`src/rtl/multi_cycle_mips_ctrl.sv`:
```
// Main control FSM for the multi-cycle MIPS datapath (shared I/D memory with ready handshake).
// Optional macro MIPS_CTRL_JUMP_EN adds the JUMP state for j; otherwise j decodes as illegal.
module multi_cycle_mips_ctrl #(
  parameter bit          TRAP_ON_ILLEGAL = 1'b1,
  parameter int unsigned ALU_W           = 4
) (
  input  logic             clk,
  input  logic             reset,
  input  logic [5:0]       opcode,
  input  logic [5:0]       funct,
  input  logic             zero,
  input  logic             mem_ready,
  output logic             pc_en,
  output logic [1:0]       pc_source,
  output logic             i_or_d,
  output logic             mem_read,
  output logic             mem_write,
  output logic             ir_write,
  output logic             reg_dst,
  output logic             mem_to_reg,
  output logic             reg_write,
  output logic             alu_src_a,
  output logic [1:0]       alu_src_b,
  output logic             ext_zero,
  output logic [ALU_W-1:0] alu_ctl,
  output logic [3:0]       state,
  output logic             illegal_op
);

  typedef enum logic [3:0] {
    StFetch  = 4'd0,
    StDecode = 4'd1,
    StMemAdr = 4'd2,
    StMemRd  = 4'd3,
    StMemWb  = 4'd4,
    StMemWr  = 4'd5,
    StRex    = 4'd6,
    StRwb    = 4'd7,
    StIex    = 4'd8,
    StIwb    = 4'd9,
    StBranch = 4'd10,
`ifdef MIPS_CTRL_JUMP_EN
    StJump   = 4'd11,
`endif
    StTrap   = 4'd12
  } state_e;

  localparam logic [5:0] OpRtype = 6'b000000;
  localparam logic [5:0] OpJ     = 6'b000010;
  localparam logic [5:0] OpBeq   = 6'b000100;
  localparam logic [5:0] OpBne   = 6'b000101;
  localparam logic [5:0] OpLw    = 6'b100011;
  localparam logic [5:0] OpSw    = 6'b101011;

  localparam logic [2:0] AluAdd  = 3'd0;
  localparam logic [2:0] AluSub  = 3'd1;
  localparam logic [2:0] AluAnd  = 3'd2;
  localparam logic [2:0] AluOr   = 3'd3;
  localparam logic [2:0] AluXor  = 3'd4;
  localparam logic [2:0] AluNor  = 3'd5;
  localparam logic [2:0] AluSlt  = 3'd6;
  localparam logic [2:0] AluSltu = 3'd7;

  state_e      state_q, state_d;
  logic        illegal_q, illegal_d;
  logic [5:0]  op_q;
  logic [3:0]  funct_q;

  // add..nor occupy 10_0xxx, slt/sltu are 10_101x.
  function automatic logic funct_legal(input logic [5:0] f);
    return (f[5:4] == 2'b10) && (!f[3] || (f[3:1] == 3'b101));
  endfunction

  function automatic logic [2:0] funct_alu(input logic [3:0] f);
    logic [2:0] a;
    a = AluAdd;
    case (f)
      4'b0000, 4'b0001: a = AluAdd;
      4'b0010, 4'b0011: a = AluSub;
      4'b0100:          a = AluAnd;
      4'b0101:          a = AluOr;
      4'b0110:          a = AluXor;
      4'b0111:          a = AluNor;
      4'b1010:          a = AluSlt;
      4'b1011:          a = AluSltu;
      default:          a = AluAdd;
    endcase
    return a;
  endfunction

  function automatic logic is_imm(input logic [5:0] op);
    return (op[5:3] == 3'b001) && (op[2:0] != 3'b111);
  endfunction

  function automatic logic [2:0] imm_alu(input logic [2:0] op_lo);
    logic [2:0] a;
    a = AluAdd;
    case (op_lo)
      3'b010:  a = AluSlt;
      3'b011:  a = AluSltu;
      3'b100:  a = AluAnd;
      3'b101:  a = AluOr;
      3'b110:  a = AluXor;
      default: a = AluAdd;
    endcase
    return a;
  endfunction

  always_ff @(posedge clk) begin
    if (!reset) begin
      state_q   <= StFetch;
      illegal_q <= 1'b0;
      op_q      <= '0;
      funct_q   <= '0;
    end else begin
      state_q   <= state_d;
      illegal_q <= illegal_d;
      if (state_q == StDecode) begin
        op_q    <= opcode;
        funct_q <= funct[3:0];
      end
    end
  end

  always_comb begin
    state_d    = state_q;
    illegal_d  = illegal_q;
    pc_en      = 1'b0;
    pc_source  = 2'd0;
    i_or_d     = 1'b0;
    mem_read   = 1'b0;
    mem_write  = 1'b0;
    ir_write   = 1'b0;
    reg_dst    = 1'b0;
    mem_to_reg = 1'b0;
    reg_write  = 1'b0;
    alu_src_a  = 1'b0;
    alu_src_b  = 2'd0;
    ext_zero   = 1'b0;
    alu_ctl    = ALU_W'(AluAdd);

    case (state_q)
      StFetch: begin
        mem_read  = 1'b1;
        alu_src_b = 2'd1;
        // PC and IR load only on the completing cycle so PC advances once per fetch.
        ir_write  = mem_ready;
        pc_en     = mem_ready;
        if (mem_ready) state_d = StDecode;
      end
      StDecode: begin
        alu_src_b = 2'd3;
        if (opcode == OpLw || opcode == OpSw)              state_d = StMemAdr;
        else if (opcode == OpRtype && funct_legal(funct)) state_d = StRex;
        else if (opcode == OpBeq || opcode == OpBne)      state_d = StBranch;
        else if (is_imm(opcode))                          state_d = StIex;
`ifdef MIPS_CTRL_JUMP_EN
        else if (opcode == OpJ)                           state_d = StJump;
`endif
        else if (TRAP_ON_ILLEGAL) begin
          state_d   = StTrap;
          illegal_d = 1'b1;
        end else begin
          state_d = StFetch;
        end
      end
      StMemAdr: begin
        alu_src_a = 1'b1;
        alu_src_b = 2'd2;
        state_d   = (op_q == OpSw) ? StMemWr : StMemRd;
      end
      StMemRd: begin
        mem_read = 1'b1;
        i_or_d   = 1'b1;
        if (mem_ready) state_d = StMemWb;
      end
      StMemWb: begin
        reg_write  = 1'b1;
        mem_to_reg = 1'b1;
        state_d    = StFetch;
      end
      StMemWr: begin
        mem_write = 1'b1;
        i_or_d    = 1'b1;
        if (mem_ready) state_d = StFetch;
      end
      StRex: begin
        alu_src_a = 1'b1;
        alu_ctl   = ALU_W'(funct_alu(funct_q));
        state_d   = StRwb;
      end
      StRwb: begin
        reg_write = 1'b1;
        reg_dst   = 1'b1;
        state_d   = StFetch;
      end
      StIex: begin
        alu_src_a = 1'b1;
        alu_src_b = 2'd2;
        ext_zero  = op_q[2];
        alu_ctl   = ALU_W'(imm_alu(op_q[2:0]));
        state_d   = StIwb;
      end
      StIwb: begin
        reg_write = 1'b1;
        state_d   = StFetch;
      end
      StBranch: begin
        alu_src_a = 1'b1;
        alu_ctl   = ALU_W'(AluSub);
        pc_source = 2'd1;
        // op_q[0] separates bne from beq.
        pc_en     = op_q[0] ? ~zero : zero;
        state_d   = StFetch;
      end
`ifdef MIPS_CTRL_JUMP_EN
      StJump: begin
        pc_source = 2'd2;
        pc_en     = 1'b1;
        state_d   = StFetch;
      end
`endif
      StTrap:  state_d = StTrap;
      default: state_d = StFetch;
    endcase

    if (!reset) begin
      {pc_en, pc_source, i_or_d, mem_read, mem_write, ir_write, reg_dst, mem_to_reg,
       reg_write, alu_src_a, alu_src_b, ext_zero} = '0;
      alu_ctl = '0;
    end
  end

  assign state      = reset ? state_q : StFetch;
  assign illegal_op = reset & illegal_q;

endmodule

```
`config.mk`:
```
export PLATFORM = sky130hd
export DESIGN_NAME = multi_cycle_mips_ctrl
export DESIGN_NICKNAME = d
export VERILOG_FILES = /design/src/rtl/multi_cycle_mips_ctrl.sv
export SDC_FILE = /design/constraint.sdc
export NUM_CORES = 1
export LEC_CHECK = 0
export ABC_CLOCK_PERIOD_IN_PS = 2200
export BUFFER_PORTS_ARGS = -buffer_cell sky130_fd_sc_hd__buf_4
export CAP_MARGIN = 10
export CELL_PAD_IN_SITES_DETAIL_PLACEMENT = 1
export CELL_PAD_IN_SITES_GLOBAL_PLACEMENT = 1
export CORE_ASPECT_RATIO = 1.25
export CORE_MARGIN = 3
export CORE_UTILIZATION = 36
export CTS_CLUSTER_SIZE = 25
export DETAILED_ROUTE_END_ITERATION = 12
export GPL_ROUTABILITY_DRIVEN = 0
export HOLD_SLACK_MARGIN = 0.12
export PLACE_DENSITY = 0.77
export SLEW_MARGIN = 20
export SYNTH_ARGS = -nofsm -noshare
export SYNTH_HDL_FRONTEND = slang
export SYNTH_SLANG_ARGS = --single-unit
```
`constraint.sdc`:
```
create_clock -name clk -period 2.2 [get_ports clk]
set_input_delay 0.44 -clock clk [delete_from_list [all_inputs] [get_ports clk]]
set_output_delay 0.44 -clock clk [all_outputs]
set_load 0.005 [all_outputs]
```
* Yosys cells after proc, flatten, opt, wreduce, memory -nomap -nowiden
Memories as Yosys holds them, arrays and structs flattened. A register that Yosys moved wholly into a read port is not among the register bits. Cells that the tools add are included.
Storage, ports and cells: flip-flop bits (word level) 15, bits in read-only memories 48, input port bits 16, output and inout port bits 23, logic and storage cells 95, memories kept 1
Memories:
- (name not given) | words 16, bits a word 3, rd ports 1, clocked after memory_dff 1, wr ports 0, line 77 | case (f)
Cells by class: eq/ne operators 28, mux-type cells 40, bitwise operators 6, reductions and logical operators 16
Operators by type and width (number):
- $mux 4 | 9
- $pmux 4 s8 | 1
- $mux 1 | 21
- $eq 6x6->1 const B | 3
- $eq 4x3->1 const B | 4
- $eq 4x4->1 const B | 4
- $pmux 3 s5 | 1
- $eq 3x3->1 const B | 4
- $eq 6x3->1 const B | 2
- $mux 3 | 3
- $pmux 3 s3 | 1
- $eq 4x2->1 const B | 2
- $eq 3x2->1 const B | 2
- $logic_not 6->1 | 1
- $ne 2x2->1 const B | 3
- $pmux 2 s3 | 1
- $reduce_or 2->1 | 3
- $not 1->1 | 5
- $reduce_and 5->1 | 1
- $eq 4x1->1 const B | 1
- $logic_not 4->1 | 1
- $mux 2 | 2
- $reduce_or 4->1 | 1
- $eq 3x1->1 const B | 1
- 9 further kinds | 13

* Logic depth before layout (Yosys ltp)
Gate-level depths: netlist (run 1).
word-level depth 7, gate-level depth with buffers 7, mapped depth without buffers 5

* Worst setup path before layout (run 1)
No wires, ideal clock.
path kind in2reg, from input opcode[0], to register illegal_q, setup time 0.115 ns, arrival 1.645 ns, required time 2.085 ns, path slack 0.441 ns, cell stages on the path 5, path buffers 0, path through or4b_2 a21oi_1 a211oi_1 nor2b_1 o21a_1
On the way: longest elaborated chain between the ends 4, elaborated cells between the ends (all ways) 15, classes of those cells eq/ne: 5; bitwise: 4; reduce/logical: 6
RTL lines:
- start: declaration | line 9 | input logic [5:0] opcode,
- $eq 6x3->1 (tied with other cells) | line 155 | else if (opcode == OpBeq || opcode == OpBne) state_d = StBranch;
- $logic_or 1x1->1 (tied with other cells) | line 155
- $not 1->1 (no source line)
- $reduce_and 5->1 (no source line) *
- end signal: assignment | line 117 | illegal_q <= illegal_d;
- end: declaration | line 65 | logic illegal_q, illegal_d;
Every way passes the cells marked *; elsewhere a longest branch is shown, timed or not. A chain may end at the register's enable or synchronous reset.

* Worst setup path after layout (run 1)
from register state_q[3], to output reg_write
On the way: longest elaborated chain between the ends 4, elaborated cells between the ends (all ways) 6, classes of those cells eq/ne: 3; mux: 2; reduce/logical: 1
RTL lines:
- start: declaration | line 64 | state_e state_q, state_d;
- start signal: assignment | line 111 | state_q <= StFetch;
- start signal: assignment | line 116 | state_q <= state_d;
- $eq 4x4->1 or $eq 4x3->1 (tied branches) | line 142 | case (state_q)
- $reduce_or 3->1 (no source line) *
- $mux 1 * | line 142
- $mux 1 * | line 227 | if (!reset) begin
- end: declaration | line 21 | output logic reg_write,
Marked as above.

==> results of run 1 <==
==> cells by family (layout without fill, tap and decap cells) <==
family,count (synthesis),after routing,synth area share [%]
mux,3,3,2.56
xor+xnor,4,4,2.87
other cells,1,2,0.307
flops,18,18,29.5
compound gates,39,39,23.5
simple gates,76,76,34.8
buf+inv,16,49,6.46
==> through the flow <==
stage	hold WS [ns]	power (mW)	worst slack (ns)	TNS, ns	util [%]
after floorplan	0.432	0.489	0.441	0	-
after global placement	0.448	0.564	0.251	0	47.0
after detailed placement	0.462	0.572	0.216	0	47.0
after CTS	0.458	0.852	0.0573	0	48.8
after global routing	0.476	0.899	-0.0318	-0.0538	49.2
final	0.457	0.849	0.118	0	49.2
==> power groups by stage <==
stage          sequential, mW  combinational, mW  clock [mW]
2_1_floorplan           0.363              0.125           0
3_3_place_gp            0.373              0.191           0
3_5_place_dp            0.374              0.198           0
4_1_cts                 0.367              0.200       0.285
5_1_grt                 0.372              0.224       0.303
6_report                0.369              0.202       0.279
==> worst register-to-register path: cells and delay by family, from the launching register on <==
kind	cells	cell delay [ns]
and+or+nand+nor	2	0.88
DFF	1	0.63
AOI/OAI and AO/OA	3	0.42
==> layout by cell type, fill, tap and decap left out, drive strengths merged, types with 2 or more instances in the layout <==
master / Yosys / final
o22ai: 3 / 3
a21boi: 9 / 9
o21a: 3 / 3
a32oi: 2 / 2
conb: 1 / 2
o21ai: 4 / 4
a21oi: 5 / 5
nor2: 11 / 11
inv: 4 / 4
or4b: 2 / 2
dfxtp: 18 / 18
xor2: 3 / 3
and3: 4 / 4
mux2i: 2 / 2
nand2b: 5 / 5
and2: 7 / 7
buf: 6 / 41
nor2b: 7 / 7
clkbuf: 6 / 4
nand2: 26 / 26
a211oi: 3 / 3
and4: 2 / 2
o21bai: 2 / 2
nand3: 4 / 4
o311ai: 2 / 2
==> path summary, 6_finish.rpt <==
path,slack (ns),from,to
setup / recovery,0.12,state_q[3],reg_write
hold reg to reg,0.48,illegal_q,illegal_q
setup reg to reg,0.15,state_q[0],state_q[1]
hold / removal,0.46,opcode[4],op_q[4]
==> synth_stat cells, drive strengths merged <==
library cell,n
inv,4
a21oi,5
a21bo,1
or4,1
o2bb2ai,1
o22ai,3
o21a,3
xor2,3
clkbuf,6
nor2b,7
and3,4
a32oi,2
xnor2,1
and4b,1
o22a,1
o21ai,4
or4b,2
nand3,4
o21bai,2
a31oi,1
nor4,1
buf,6
nand2,26
nand2b,5
o311ai,2
nor2,11
o2111ai,1
nor3,1
mux2i,2
dfxtp,18
a21o,1
nand3b,1
and4,2
nor4b,1
a211oi,3
and2,7
conb,1
nor3b,1
mux2,1
nand4b,1
a21boi,9
==> cell type report <==
class                      instances  area share (%)
clock buffer                       4            3.47
inverter                           4           0.946
multi-input combinational        124            50.4
sequential                        18            22.9
tap                               37            2.92
timing repair buffer              41            19.4
==> metal layers <==
| metal | track usage (%) | part of all wire (%) | vias to the layer above |
|---|---|---|---|
| met5 | 0 | 0 | - |
| met4 | 6.44 | 1.2 | 0 |
| met3 | 2.55 | 2.7 | 6 |
| met2 | 35.6 | 54 | 24 |
| met1 | 23.7 | 42 | 620 |
| li1 | - | - | 616 |
==> repair_timing <==
action,in CTS,in global routing
gates cloned,0,0
setup endpoints to repair,2,5
hold buffers,0,0
gates resized for setup,2,5
==> results list, run 1 <==
- The synthesized design spends more area on one cell type than any other, namely dfxtp_1.
- Entering global routing, the biggest net connects 30 pins.
- Type of the tightest min-delay check: in2reg
* Worst clock skew on the final layout: 0.00210 ns
- In the final layout, the multi-input gates occupy 800 um2.
- Net Switching: 0.247 mW
* GRT Overall Usage: 19.8%
- Once placement completed, the tool counted placed cells totaling 224.
- STA classifies the critical path startpoint as a flip-flop.
- Detailed routing inserted a total of 1,266 vias.
- Buffers on Ports: 36
- Across the run, the number of max-cap violations was 0.
* Maximum achievable frequency: 480 MHz
- The worst setup path is of the reg2out kind.
* Cells on worst reg2reg path: 5
- The top cell type by area accounts for 29.5% of the synthesized area.
- Per report_power, the clock group accounts for 32.8% of the total.
* Time the final worst path needs with I/O delays and setup: 2.08 ns
* Kind of cell with the highest combined delay on the critical path: buffers and inverters
- The initial antenna violation count was 0.
- Setup repair after global routing could not meet its margin everywhere.
- Overflow left after global routing: 0
- Dpl hpwl: 2.85 mm
- The average instance in the mapped netlist occupies 7.77 um2.
- Of the total power, the share spent switching nets is 29.0%.
* Vias per cell: 5.55
* Endpoints failing setup: 0
- Instance count on the critical path: 6
- Synthesis inferred 18 register bits.
- STA classifies the critical path endpoint as an output port.
* Final Net Count: 208
* Maximum fanout count along the critical path: 15
- The floorplan step defined a die boundary enclosing 0.00413 mm2.
- Layout filler cell count: 431
- Fin. max-slew vios: 0
- Design Area, Final: 0.00159 mm2
* Slowest stage cell, crit path: dfxtp_1
- Die width: 58.1 um
* Setup Fix Bufs, Post-CTS: 0
- Final non-filler cell total: 228
* Total clock buffers created by CTS: 3
* Leakage: 0.692 nW
- Clock Path Buffers: 2
* Worst voltage drop across the vdd grid: 0.404 mV
* Starting DRT DRC Count: 32
- Area of placed instances: 0.00151 mm2
- Fraction of power consumed by combinational cells: 23.7%
- Remaining routing DRC violations: 0
* Largest stage delay on the critical path: 0.37 ns
- Power Density: 535 mW/mm2
- Outcome: completed
* TritonCTS clock tree: yes
- Clock root cell: clkbuf_8
- The number of endpoints with negative hold slack in the final report was 0.
* Sequential-to-total area share from yosys stat: 29.5%
- Floorplan Core Area: 0.00322 mm2
- In the final layout, flip-flops and latches occupy 363 um2.
- Antenna diode count: 0
* Number of clock sinks: 18
- CTS H-Tree Depth: 1
- The number of global-route vias before repair was 1,396.
- Clock slew at reported path FFs: 0.07 ns
* Data required, critical path: 1.76 ns
- Cells taking the most area after synthesis: dfxtp_1, nand2_1, a21boi_0
- Fraction of power consumed by sequential logic: 43.4%
- Number of nets still failing antenna checks after routing: 0
- The clock reaches the later pin of the worst-skew pair after 0.26 ns.
- During synthesis, Yosys emitted a total of 0 warnings.
* Sequence of cells on the critical path: buf_4, nor2b_1, and2_1, o21ai_0, a21boi_1, buf_4
- Critical Path AT: 1.64 ns
- After technology mapping, the gate count stands at 157.
- Row generation in the floorplan step produced 23 rows.
* Layout cells sized above 1: 29.3%
- First-pass GRT wire length: 6.48 mm
- The initial utilization of the core area, before any placement, comes to 37.8%.
- Mapped Area: 0.00122 mm2
- TritonRoute pass-1 iters: 4
- Vertical extent of the die: 71.1 um
* Most used cell, CP: buf_4
* Worst Hold Depth: 3
- Share of the cycle needed by the critical path after routing: 94.6%
* Buffers plus inverters on the worst setup path: 2
- Area growth from synthesis to layout: 30.1%
- Average detailed-routed wire length per instance: 16.8 um
- For this design the top-level I/O count stands at 39.
- Library cells used by synthesis: 48
- Wires add up to 3.83 mm.
- Internal Dissipation: 0.603 mW
Note: power is estimated with default switching activity, not from simulation.
==> run 2: changes to the inputs <==
Settings changed: PLACE_DENSITY 0.77 to unset, PLACE_DENSITY_LB_ADDON set to 0.1.
==> run 2 against run 1 <==
Combinational power barely moved. Cell area grew 1.3%. Critical path type unchanged. Clock skew up 0.0038 ns. Sequential cell count unchanged. Via count is 2.1% lower. Fmax down 0.31%. Routed wire length fell by 7.4%. Non-clock buffer count is 3 higher. First-iteration DRC count decreased by 3.1%. Sequential power barely moved. Critical endpoint is now mem_write.
==> results list, run 2 (synthesis gave the netlist of run 1 again) <==
- Outcome: completed
- Setup repair after global routing missed its margin: true
- Entering global routing, the biggest net connects 30 pins.
- Clock slew at reported path FFs: 0.07 ns
* First-pass GRT wire length: 6.13 mm
* Startpoint type of the worst setup path: flip-flop
* TritonRoute pass-1 iters: 4
* Number of clock sinks: 18
- Setup Slack @ Placement: 0.229 ns
* Layout filler cell count: 434
- Subtracting the final worst setup slack from the clock period gives 2.09 ns.
- The die is 58.1 um wide.
* Data required, critical path: 1.76 ns
* Clock Path Buffers: 2
- Floorplan Core Area: 0.00322 mm2
- Leakage: 0.705 nW
- Slack of the worst reg-to-reg path: 0.24 ns
* Setup Fix Bufs, Post-CTS: 0
- Most common cell after layout, fill and taps aside: buf_4
- Maximum achievable frequency: 479 MHz
- Critical Path AT: 1.65 ns
- Final non-filler cell total: 231
* Share of the cycle needed by the critical path after routing: 94.9%
* Type of the tightest min-delay check: in2reg
- The initial antenna violation count was 0.
- TritonCTS clock tree: yes
- Across every metal layer, demand over resource in global routing totals 18.6%.
- Dpl hpwl: 2.89 mm
- Final Net Count: 211
- Hold wc startpoint: opcode[3]
- After detailed routing, the number of remaining DRC violations is 0.
* Worst-margin pin slew: 0.503 ns
- The number of endpoints with negative hold slack in the final report was 0.
* Crit Path Class: reg2out
* CTS H-Tree Depth: 1
* Vias per cell: 5.37
* Overall die area: 0.00413 mm2
- The repair_antennas step left the layout with diodes totalling 0.
* Worst Setup End Kind: output port
- Worst path setup slack after routing: 0.111 ns
- Number of cell rows: 23
- Of all nets on the critical path, the largest fanout is 14.
* Worst clock skew on the final layout: 0.00590 ns
- Average detailed-routed wire length per instance: 15.4 um
- The number of global-route vias before repair came to 1,309.
- Total number of vias: 1,240
* Worst Hold End: op_q[3]
- Relative slew margins: 66.4%
* Number of nets still failing antenna checks after routing: 0
- Area growth from synthesis to layout: 31.7%
- Port buffering added 36 buffers.
- Total detailed-routing wirelength: 3.55 mm
* Power Density: 523 mW/mm2
* Top library cells by usage in the layout, fill and taps aside: buf_4, nand2_1, dfxtp_1
- The count of pins over their slew limit is 0.
- Worst Hold Depth: 3
* Launch instance of the worst register-to-register path: state_q[0]
- IR analysis of the VDD net gives a maximum drop of 0.405 mV.
- Cells on worst reg2reg path: 5
- In the final layout, the share of cells above drive strength 1 is 30.9%.
- Max-cap violations: 0
* Vertical extent of the die: 71.1 um
* Skew-Pair Late Insertion Delay: 0.25 ns
- 39 I/O pins were placed.
* Overflow left after global routing: 0
- In this run the critical register-to-register path is captured at state_q[1].
* Starting Density: 37.8%
- The first routing iteration left 31 violations.
- Buffers inserted to repair hold after CTS numbered 0.
* Total clock buffers created by CTS: 3
- Setup violations remaining at the end of the flow were counted as 0.
* Placed cells: 227
- Clock root cell: clkbuf_8
-- run 2: cell types whose count changed in the layout (fill, tap and decap cells not counted) --
cell and change:
buf_4 +3, nor2b_1 -1, nor2b_2 +2, a21boi_0 +1, a21boi_1 -1, nor2b_4 -1
-- run 2: layer usage --
layer | vias to the layer above | share of wire, % | GRT usage, % | wire length, um
li1 | 619 | - | - | -
met1 | 598 | 43 | 23.1 | 1540
met2 | 21 | 53 | 33.8 | 1890
met3 | 2 | 3.3 | 2.19 | 118
met4 | 0 | 0.28 | 3.87 | 10
met5 | - | 0 | 0 | 0
-- run 2: per-stage QoR --
stage                     hold slack (ns)  area [um2]  setup TNS (ns)  util, %  total power, mW
after floorplan                     0.432        1220               0        -            0.489
after global placement              0.450        1540               0     47.7            0.572
after detailed placement            0.467        1540               0     47.7            0.577
after CTS                           0.462        1590               0     49.4            0.851
after global routing                0.469        1610        -0.00795     49.8            0.891
final                               0.468        1610               0     49.8            0.840
-- run 2: worst max-delay path by stage --
| stage | start | end | slack (ns) | cells past startpoint |
|---|---|---|---|---|
| floorplan | opcode[0] | illegal_q | 0.44 | 5 |
| global placement | opcode[0] | illegal_q | 0.26 | 6 |
| detailed placement | opcode[0] | illegal_q | 0.23 | 6 |
| CTS | state_q[0] | alu_ctl[0] | 0.02 | 5 |
| global route | state_q[0] | mem_write | -0.008 | 3 |
| finish | state_q[0] | mem_write | 0.11 | 3 |
-- run 2: where the power goes --
group / internal, mW / total (mW) / switching, mW / leakage (nW)
clock network: 0.159 / 0.268 / 0.109 / 0.0288
logic: 0.100 / 0.202 / 0.102 / 0.529
registers: 0.347 / 0.369 / 0.0218 / 0.148
-- run 2: critical path: stages, from the launching register on --
cell and delay (ns):
dfxtp_1 0.64, nor2b_1 0.39, and3_1 0.25, buf_4 0.12
-- run 2: final cells by class --
cell class	count	area, um2	area share [%]
Sequential cell	18	363	22.6
Tap cell	37	46.3	2.88
Inverter	4	15.0	0.935
Timing Repair Buffer	44	330	20.6
Multi-Input combinational cell	124	797	49.6
Clock buffer	4	55.1	3.43
-- run 2: repair_timing --
| action | 4_1_cts | 5_1_grt |
|---|---|---|
| resized for setup | 0 | 6 |
| setup endpoints to repair | 0 | 7 |
| hold endpoints to repair | 0 | 0 |
==> run 3: changes to the inputs <==
Settings changed: CELL_PAD_IN_SITES_DETAIL_PLACEMENT 1 to unset, CELL_PAD_IN_SITES_GLOBAL_PLACEMENT 1 to unset, CORE_UTILIZATION 36 to 50, PLACE_DENSITY set to 0.79, PLACE_DENSITY_LB_ADDON 0.1 to unset.
==> run 3 against run 2 <==
Setup slack better by 0.021 ns. Cell count is 3.5% lower. First-iteration DRC count is 6.5% lower. Fmax is 1.0% higher. Cell area is 3.0% lower. Highest routed layer unchanged. Routed wire length is 14% lower. Die area is 26% lower. Critical path type unchanged.
==> results list, run 3 (synthesis gave the netlist of run 1 again) <==
- CTS H-Tree Depth: 1
* Fraction of power consumed by combinational cells: 25.2%
* Setup Fix Bufs, Post-CTS: 0
- Layout cells sized above 1: 30.2%
- Maximum number of pins on one net before global-route repair: 30
* Floorplan Core Area: 0.00226 mm2
* Type of the tightest min-delay check: in2reg
* Total detailed-routing wirelength: 3.06 mm
- Clock root cell: clkbuf_4
- Critical Path AT: 1.63 ns
- The detailed router placed 1,224 vias in this run.
- IO Pins: 39
- Fin. max-slew vios: 0
* Outcome: completed
- After detailed routing, the average wire length per cell comes to 13.7 um.
- TritonRoute pass-1 iters: 4
* Starting DRT DRC Count: 29
- After detailed routing, the number of remaining DRC violations is 0.
- Number of clock sinks: 18
- The worst setup path is captured at an output port.
- Summed over all failing endpoints, the final setup total negative slack is 0 ns.
* Sequence of cells on the critical path: nor2b_1, and3_1, buf_4
- The worst-case IR drop observed on VDD is 0.467 mV.
- Layout filler cell count: 203
- The longest clock path from root to sink contains 2 buffers.
- Buffers placed on the I/O ports in this run total 36.
- Overflow left after global routing: 0
- In the layout the commonest cells are buf_4, nand2_1, dfxtp_1.
* Internal Dissipation: 0.546 mW
* Skew-Pair Late Insertion Delay: 0.29 ns
- Kind of cell with the highest combined delay on the critical path: flip-flops
* Final non-filler cell total: 223
- Final Net Count: 209
* Quantity of hold-fixing buffers added after cts: 0
- The die is 50.2 um wide.
- In this run the power density over the cells is 493 mW/mm2.
* Antenna diode count: 0
* Maximum fanout count along the critical path: 14
* Setup repair after global routing missed its margin: false
- Number of nets still failing antenna checks after routing: 0
- Largest stage delay on the critical path: 0.61 ns
- The worst setup path is of the reg2out kind.
* Total power after layout: 0.769 mW
* Dpl hpwl: 2.37 mm
* Vias per cell: 5.49
* Hold violation count in the final report: 0
- For the finished layout, the period the worst path requires is 2.07 ns.
- In this run the power spent charging and discharging nets is 0.222 mW.
- The die covers 0.00307 mm2.
- Buffers plus inverters on the worst setup path: 1
- Number of cell rows: 19
- The clock network is responsible for 26.6% of the overall power.
* Slowest stage cell, crit path: dfxtp_1
- For this run, the total global-route usage over all layers was measured as 20.5%.
* First-pass GRT wire length: 4.92 mm
- At the end of the flow the core is filled with cells to 69.0%.
* Clock slew at reported path FFs: 0.10 ns
- Data required, critical path: 1.76 ns
- The number of global-route vias before repair was 1,174.
- In this run, placement finished with an instance count of 219.
* Share of the cycle needed by the critical path after routing: 94.0%
- Slack of the worst reg-to-reg path: 0.21 ns
- TritonCTS built the clock tree.
* Fraction of power consumed by sequential logic: 48.2%
- Starting Density: 54.0%
- Most common cell after layout, fill and taps aside: buf_4
* Maximum achievable frequency: 484 MHz
- Clock skew on the completed layout was measured at 0.00287 ns.
- Antenna violations before repair: 0
- Setup violations remaining at the end of the flow were counted as 0.
- Proportion of total power due to net switching: 28.9%
- Max-cap violations in this run came to 0.
* Vertical extent of the die: 61.2 um
- Summed over all cells, the static leakage comes to 0.687 nW.
- In this run, CTS created clock tree buffers numbering 3.
- From synthesis to final layout, the design area changed by 27.8%.
- The worst setup path is launched from a flip-flop.
[run 3: cell count changes in the layout (fill, tap and decap cells not counted), sizes merged]
cell  before  now
buf       44   42
[run 3: metal layers]
| layer | vias to the layer above | GRT usage, % | part of all wire, % |
|---|---|---|---|
| met2 | 31 | 36.9 | 52 |
| met3 | 4 | 3.63 | 4.6 |
| met1 | 574 | 24.7 | 42 |
| met4 | 0 | 7.11 | 0.95 |
| met5 | - | 0 | 0 |
| li1 | 615 | - | - |
[run 3: worst min-delay path: stages]
cell and delay, ns:
buf_4 0.12, nand2_1 0.05, a21boi_0 0.06
[run 3: path summary, 6_finish.rpt]
path                   start  cells past startpoint         end
setup / recovery  state_q[0]                      3   mem_write
setup reg to reg  state_q[0]                      5  state_q[1]
hold / removal     opcode[4]                      3     op_q[4]
hold reg to reg    illegal_q                      1   illegal_q
[run 3: area by class of cell]
type	count	area, um2	area share (%)
tap	31	38.8	2.49
sequential	18	364	23.4
clock buffer	4	36.3	2.33
timing repair buffer	42	315	20.2
inverter	4	15.0	0.963
multi-input combinational	124	790	50.6
[run 3: stage by stage]
stage	instance area, um2	setup WS, ns	hold WS (ns)
3_5_place_dp	1510	0.219	0.453
5_1_grt	1560	0.0452	0.413
6_report	1560	0.133	0.416
2_1_floorplan	1220	0.441	0.432
4_1_cts	1550	0.0326	0.413
3_3_place_gp	1510	0.282	0.445
[run 3: power groups by stage]
stage | clock network [mW] | logic, mW | registers [mW]
after global routing | 0.226 | 0.214 | 0.373
after global placement | 0 | 0.187 | 0.375
after CTS | 0.209 | 0.193 | 0.369
after detailed placement | 0 | 0.191 | 0.377
after floorplan | 0 | 0.125 | 0.363
final | 0.205 | 0.194 | 0.370
[run 3: what timing repair did]
action,4_1_cts,5_1_grt
setup endpoints to repair,1,6
hold endpoints to repair,0,0
resized for setup,1,5
